==> config.mk <==
export PLATFORM = sky130hd
export DESIGN_NAME = wb_arbiter_ctrl
export DESIGN_NICKNAME = d
export VERILOG_FILES = /design/src/rtl/wb_arbiter_ctrl.sv
export SDC_FILE = /design/constraint.sdc
export NUM_CORES = 1
export LEC_CHECK = 0
export ABC_AREA = 1
export ABC_CLOCK_PERIOD_IN_PS = 7000
export BUFFER_PORTS_ARGS = -buffer_cell sky130_fd_sc_hd__buf_4
export CAP_MARGIN = 10
export CORE_UTILIZATION = 30
export DETAILED_ROUTE_END_ITERATION = 8
export GPL_TIMING_DRIVEN = 0
export MAX_ROUTING_LAYER = met4
export PLACE_DENSITY = 0.47
export SYNTH_ARGS = -nofsm -noshare
export SYNTH_HDL_FRONTEND = slang
export SYNTH_SLANG_ARGS = --single-unit
==> constraint.sdc <==
create_clock -name clk -period 7 [get_ports clk]
set_input_delay 0 -clock clk [delete_from_list [all_inputs] [get_ports clk]]
set_output_delay 0 -clock clk [all_outputs]
set_load 0.01 [all_outputs]
==> src/rtl/wb_arbiter_ctrl.sv <==
// Register-file write-back sequencer: arbitrates N_SRC sources onto the MemToReg mux and write port.
// Define WB_FAST_EN to drop the mux-settle SELECT cycle (1 write per cycle).
module wb_arbiter_ctrl #(
  parameter int N_SRC    = 9,
  parameter int EXC_SRC  = 5,
  parameter int EXC_DEST = 31
) (
  input  logic               clk,
  input  logic               reset,
  input  logic [N_SRC-1:0]   req,
  input  logic [5*N_SRC-1:0] dest_flat,
  output logic [N_SRC-1:0]   ack,
  output logic [3:0]         mem_to_reg,
  output logic               reg_write,
  output logic [4:0]         write_reg,
  output logic               busy
);

  localparam int SEL_W = 4;

  typedef enum logic [1:0] {IDLE, SELECT, WRITE} state_t;

  state_t             state_q, state_d;
  logic [SEL_W-1:0]   rr_q, rr_d;
  logic [SEL_W-1:0]   sel_q, sel_d;
  logic [4:0]         wreg_q, wreg_d;
  logic               regw_q, regw_d;
  logic [N_SRC-1:0]   ack_q, ack_d;

  logic [N_SRC-1:0]   masked;
  logic               win_valid;
  logic [SEL_W-1:0]   win_idx;
  logic [4:0]         win_dest;
  logic               take;

  function automatic logic [SEL_W-1:0] rr_after(input logic [SEL_W-1:0] g);
    int n;
    n = int'(g) + 1;
    if (n >= N_SRC) n = 0;
    if (n == EXC_SRC) n = n + 1;
    if (n >= N_SRC) n = 0;
    return SEL_W'(n);
  endfunction

  // The source being acked in WRITE still holds req this cycle, so it must not win again.
  always_comb begin
    masked = req;
    if (state_q == WRITE) masked[sel_q] = 1'b0;
    win_valid = 1'b0;
    win_idx   = '0;
    for (int k = N_SRC - 1; k >= 0; k--) begin
      int idx;
      idx = int'(rr_q) + k;
      if (idx >= N_SRC) idx = idx - N_SRC;
      if (idx != EXC_SRC && masked[idx]) begin
        win_valid = 1'b1;
        win_idx   = SEL_W'(idx);
      end
    end
    if (masked[EXC_SRC]) begin
      win_valid = 1'b1;
      win_idx   = SEL_W'(EXC_SRC);
    end
    win_dest = (win_idx == SEL_W'(EXC_SRC)) ? 5'(EXC_DEST) : dest_flat[5*win_idx +: 5];
  end

  // NOTE: every output of this block gets a default first so no path leaves a latch behind.
  always_comb begin
    state_d = state_q;
    rr_d    = rr_q;
    sel_d   = sel_q;
    wreg_d  = wreg_q;
    regw_d  = 1'b0;
    ack_d   = '0;
    take    = 1'b0;
`ifdef WB_FAST_EN
    if (win_valid) begin
      take      = 1'b1;
      state_d   = WRITE;
      regw_d    = (win_dest != 5'd0);
      ack_d[win_idx] = 1'b1;
    end else begin
      state_d = IDLE;
    end
`else
    case (state_q)
      IDLE: begin
        if (win_valid) begin
          take    = 1'b1;
          state_d = SELECT;
        end
      end
      SELECT: begin
        state_d       = WRITE;
        regw_d        = (wreg_q != 5'd0);
        ack_d[sel_q]  = 1'b1;
      end
      WRITE: begin
        if (win_valid) begin
          take    = 1'b1;
          state_d = SELECT;
        end else begin
          state_d = IDLE;
        end
      end
      default: state_d = IDLE;
    endcase
`endif
    if (take) begin
      sel_d  = win_idx;
      wreg_d = win_dest;
      if (win_idx != SEL_W'(EXC_SRC)) rr_d = rr_after(win_idx);
    end
  end

  // NOTE: sequential state uses non-blocking assignments so every register samples pre-edge values.
  always_ff @(posedge clk or negedge reset) begin
    if (!reset) begin
      state_q <= IDLE;
      rr_q    <= '0;
      sel_q   <= '0;
      wreg_q  <= '0;
      regw_q  <= 1'b0;
      ack_q   <= '0;
    end else begin
      state_q <= state_d;
      rr_q    <= rr_d;
      sel_q   <= sel_d;
      wreg_q  <= wreg_d;
      regw_q  <= regw_d;
      ack_q   <= ack_d;
    end
  end

  assign ack        = ack_q;
  assign mem_to_reg = sel_q;
  assign reg_write  = regw_q;
  assign write_reg  = wreg_q;
  assign busy       = (state_q != IDLE);

endmodule

== After elaboration in Yosys (flattened, before gate mapping) ==
Cells that the tools add are included.

* Register bits: 25
* Bits of input ports: 56
* Output and inout bits: 20
* Word-level logic and storage cells: 155

* Add/subtract/negate cells: 19
* $mul: 1
* Order comparisons: 22
* Equal/unequal tests: 15
* Shift operators: 1
* Multiplexer cells: 74
* Bitwise gates (word level): 2
* Reductions and logical operators: 15

{| class="wikitable"
|+ Operators by type and width
! kind !! number
|-
| $mux W32 || 14
|-
| $lt A32 B6 Y1 const B || 9
|-
| $ne A32 B4 Y1 const B || 9
|-
| $sub A5 B4 Y6 const B || 8
|-
| $ge A5 B4 Y1 const B || 9
|-
| $shiftx A45 B8 Y5 || 1
|-
| $mux W4 || 11
|-
| $bmux W1 S4 || 9
|-
| $mux W1 || 33
|-
| $add A32 B2 Y32 const B || 1
|-
| $eq A32 B4 Y1 const B || 1
|-
| $ge A32 B5 Y1 const B || 1
|-
| $add A4 B3 Y5 const B || 4
|-
| $mux W9 || 2
|-
| $add A4 B1 Y5 const B || 2
|-
| $add A4 B2 Y5 const B || 2
|-
| $logic_and A1 B1 Y1 || 10
|-
| $mux W5 || 2
|-
| $and A9 B9 Y9 || 1
|-
| $not A9 Y9 || 1
|-
| $mul A3 B4 Y7 const A || 1
|-
| $pmux W2 S3 || 1
|-
| $add A4 B4 Y5 const B || 1
|-
| $lt A4 B5 Y1 const B || 1
|-
| other kinds (15) || 15
|}

== Longest topological paths before layout ==
* Word-level depth: 32
* Gate-level depth with buffers: 47
* Gate-level depth less buffers: 43

== Worst setup path after synthesis ==
No wires, ideal clock.

* Kind: reg2reg
* Start point: register rr_q[0]
* End point: register rr_q[1]
* Library setup time: 132 ps
* Arrival: 4604 ps
* Required time: 6868 ps
* Slack: 2264 ps
* Cell stages (with the launch flop): 43
* Path buffers: 5
* Clock period less this slack: 4736 ps
* Cells stage by stage: dfrtp_1 buf_4 inv_1 buf_2 ha_1 buf_2 nand2_1 inv_1 or2_2 inv_1 nand2_1 o21ai_1 nand3b_1 nand3_1 nand3_1 nand2_2 a21oi_1 nand2_1 [7 not listed] nand2_2 buf_6 buf_2 ha_1 nor2_1 a21boi_0 nand2_1 nand2_2 nand2_2 ha_1 nand2_1 inv_1 nand2_1 nand2_1 nand2_1 nor2_1 nand2_1 o21ai_1

* Word-level cells in the longest chain between the ends: 28
* Elaborated cells between the ends (all ways): 116
* Those cells by class: add/sub: 19; order compare: 11; eq/ne: 11; mux: 65; reduce/logical: 10

{| class="wikitable"
|+ RTL lines
! item !! RTL line !! text
|-
| start, declared || 24 || <nowiki>logic [SEL_W-1:0] rr_q, rr_d;</nowiki>
|-
| start signal, assigned || 127 || <nowiki>rr_q <= rr_d;</nowiki>
|-
| $add A4 B4 Y5 || 53 || <nowiki>idx = int'(rr_q) + k;</nowiki>
|-
| $sub A5 B4 Y6 or $ge A5 B4 Y1 (tied branches) || 54 || <nowiki>if (idx >= N_SRC) idx = idx - N_SRC;</nowiki>
|-
| $mux W32 || 54 ||
|-
| $bmux W1 S4 || 55 || <nowiki>if (idx != EXC_SRC && masked[idx]) begin</nowiki>
|-
| $mux W1 (implied by the code) (2 in a row) || 55 ||
|-
| $logic_and A1 B1 Y1 || 55 ||
|-
| $mux W4 (8 in a row) || 55 ||
|-
| $mux W4 (*) || 55 ||
|-
| [1 not listed] || n/a ||
|-
| via win_idx[0] || 32 || <nowiki>logic [SEL_W-1:0] win_idx;</nowiki>
|-
| [3 not listed] || n/a ||
|-
| $mux W32 || 112 || <nowiki>if (win_idx != SEL_W'(EXC_SRC)) rr_d = rr_after(win_idx);</nowiki>
|-
| $mux W32 || 109 || <nowiki>if (take) begin</nowiki>
|-
| $add A32 B2 Y32 or $eq A32 B4 Y1 (tied branches) || 40 || <nowiki>if (n == EXC_SRC) n = n + 1;</nowiki>
|-
| $mux W32 || 40 ||
|-
| $mux W32 || 112 ||
|-
| $mux W32 || 109 ||
|-
| $ge A32 B5 Y1 || 41 || <nowiki>if (n >= N_SRC) n = 0;</nowiki>
|-
| $mux W4 || 41 ||
|}

Mark *: on every way through the listed nets, which the timed path passes. The rest lies on a longest branch. The select of a mux whose other input is x is not followed.
A chain may end at the register's enable or synchronous reset.

== Final worst setup path ==
* Start point: register rr_q[1]
* End point: register rr_q[3]

Same word-level chain as after synthesis.

==> flow_summary.json <==
{
  "rsz0062_at_grt": "no",
  "maxCapViolCount": 0,
  "period_minus_slack_ns": 5.96,
  "drt_iter0_markers": 406,
  "clock_latency_ns": 0.27,
  "syn_inst": 754,
  "setup_viol": 0,
  "dr.pass1.iters": 5,
  "die_x_um": 124,
  "syn_area_um2": 4460,
  "cp.required_ns": 7.19,
  "design_area_um2": 5350,
  "htreeDepth": 1,
  "synth_seq_cells": 25,
  "die_area_um2": 15400,
  "cts_buffers": 3,
  "yosysTopAreaCellShare": 0.171,
  "synth.largest_area_cell": "nand2_1",
  "numPortBuffers": 75,
  "ys_seq_area_frac": 0.140,
  "ys.flop_type": "dfrtp_1",
  "critPathMaxStageDelay_ns": 0.69,
  "antenna_found_initial": 0,
  "rows": 44,
  "reg2reg_slack_ns": 1.04,
  "cts-hold-fix-buffers": 1,
  "slew_viol_final": 0,
  "timing.rr.start": "rr_q[1]",
  "drive_above_1_share": 0.218,
  "overflow": 0,
  "grt_pass1_vias": 4929,
  "grt_max_degree": 26,
  "synth-edff-count": 0,
  "worstSetupStartpointType": "register",
  "synth_warnings": 0,
  "end_kind": "register",
  "tightest_slew_ns": 1.03,
  "hold_viol": 0,
  "root_buffer": "clkbuf_16",
  "area_delta_synth_final_pct": 19.9,
  "fin_skew_ns": 0.00634,
  "diodes": 0,
  "fmax_mhz": 168,
  "drc": 0,
  "hold_class": "primary input to register",
  "viasPerCell": 5.07,
  "detailed_place_hpwl_um": 12900,
  "synthTopCellsByCount": "nand2_1 (203), nor2_1 (78), inv_1 (75)",
  "path_max_fanout": 12,
  "initial_core_util": 0.307,
  "clk_pin_slew_worst_paths_ns": 0.07,
  "cts_tree": "done",
  "largest_register_ffs": 9,
  "cp-startpoint": "rr_q[1]",
  "wire_per_inst_um": 15.8,
  "numClockSinks": 25,
  "crit_arrival_ns": 6.16,
  "synth.most_common_cell": "nand2_1",
  "critPathCapture": "rr_q[3]",
  "status": "finished, final reports clean",
  "tns_ns": 0,
  "synth_area_leaders": "nand2_1 (17%), dfrtp_1 (14%), ha_1 (8.1%)",
  "clockBufferDepth": 2,
  "reg2reg_to": "rr_q[3]",
  "post-route-period-util": 0.852,
  "cp_common_cell": "nand2_1",
  "grt_first_pass_wirelength_um": 25300,
  "syn_avg_cell_area_um2": 5.92,
  "reg2reg_depth": 38,
  "grt.total_usage": 0.220,
  "place.gp.congestion": 0.939,
  "layout.nets": 920,
  "cts_resized": 0,
  "postCtsSetupBuffers": 0,
  "place_area_um2": 5260,
  "syn_nets": 839,
  "ant_nets": 0,
  "worst-setup-path-type": "register to register",
  "vias": 5160,
  "die_y_um": 124,
  "slew_headroom": 0.309,
  "wl_um": 16100,
  "cpMaxStageDelayCell": "dfrtp_1",
  "ys_types": 49,
  "core-area_um2": 14500,
  "synthArstFlopShare": 1.00,
  "ios": 76
}
==> metrics by stage <==
stage,worst slack (ns),std cells,utilization,hold WS [ns]
after floorplan,2.26,754,-,-0.296
after global placement,1.03,1013,0.362,-0.0712
after detailed placement,1.02,1013,0.362,-0.0709
after CTS,0.988,1018,0.368,0.104
after global routing,0.397,1018,0.368,0.135
final,1.04,1018,0.368,0.109
==> worst min path at each step <==
stage	slack [ns]	startpoint	endpoint	depth (start not counted)
after floorplan	-0.30	reset	ack[0]	0
after global routing	0.13	dest_flat[42]	write_reg[2]	5
after detailed placement	-0.07	reset	ack[5]	1
after global placement	-0.07	reset	ack[5]	1
final	0.11	dest_flat[41]	write_reg[1]	5
after CTS	0.10	dest_flat[41]	write_reg[1]	5
==> cell usage in the layout, fill, tap and decap left out, drive strengths merged, types with 6 or more instances in the layout <==
master    n
dfrtp    25
a21oi    43
nor3      6
xor2     11
ha       29
nand3    76
nand2   232
o21ai    81
o211ai   13
nand4    13
inv      96
nor2     86
buf      88
==> area by class of cell <==
type | instances | area (um^2)
fill | 1649 | 9190
tap | 184 | 230
buffer | 13 | 87.6
clock buffer | 3 | 75.1
inverter | 97 | 372
clock inverter | 1 | 7.51
timing repair buffer | 76 | 573
multi-input combinational | 619 | 3380
sequential | 25 | 626
==> critical path, delay by kind of cell (launching register included) <==
family | cells | cell delay, ns
AOI/OAI and AO/OA | 3 | 0.67
adders and majority gates | 4 | 1.25
buffers and inverters | 6 | 1.12
DFF | 1 | 0.69
and+or+nand+nor | 25 | 2.15
==> metal layers <==
metal / up-vias / GRT usage / wire length (um)
li1: 2643 / - / -
met1: 2330 / 0.278 / 7050
met2: 160 / 0.377 / 7860
met3: 27 / 0.0114 / 726
met4: 0 / 0.0699 / 442
met5: - / - / 0
==> kinds of logic (layout without fill, tap and decap cells) <==
family | count (synthesis) | after routing | synth area share
and+or+nand+nor | 426 | 426 | 0.441
AOI/OAI and AO/OA | 151 | 151 | 0.204
adders and majority gates | 29 | 29 | 0.0813
buffers and inverters | 110 | 190 | 0.103
xor gates and xnor gates | 13 | 13 | 0.0306
DFF | 25 | 25 | 0.140
Power is left out: the tool's default activity adds up to more than one toggle a clock period on the data nets, which glitch-free logic cannot reach.
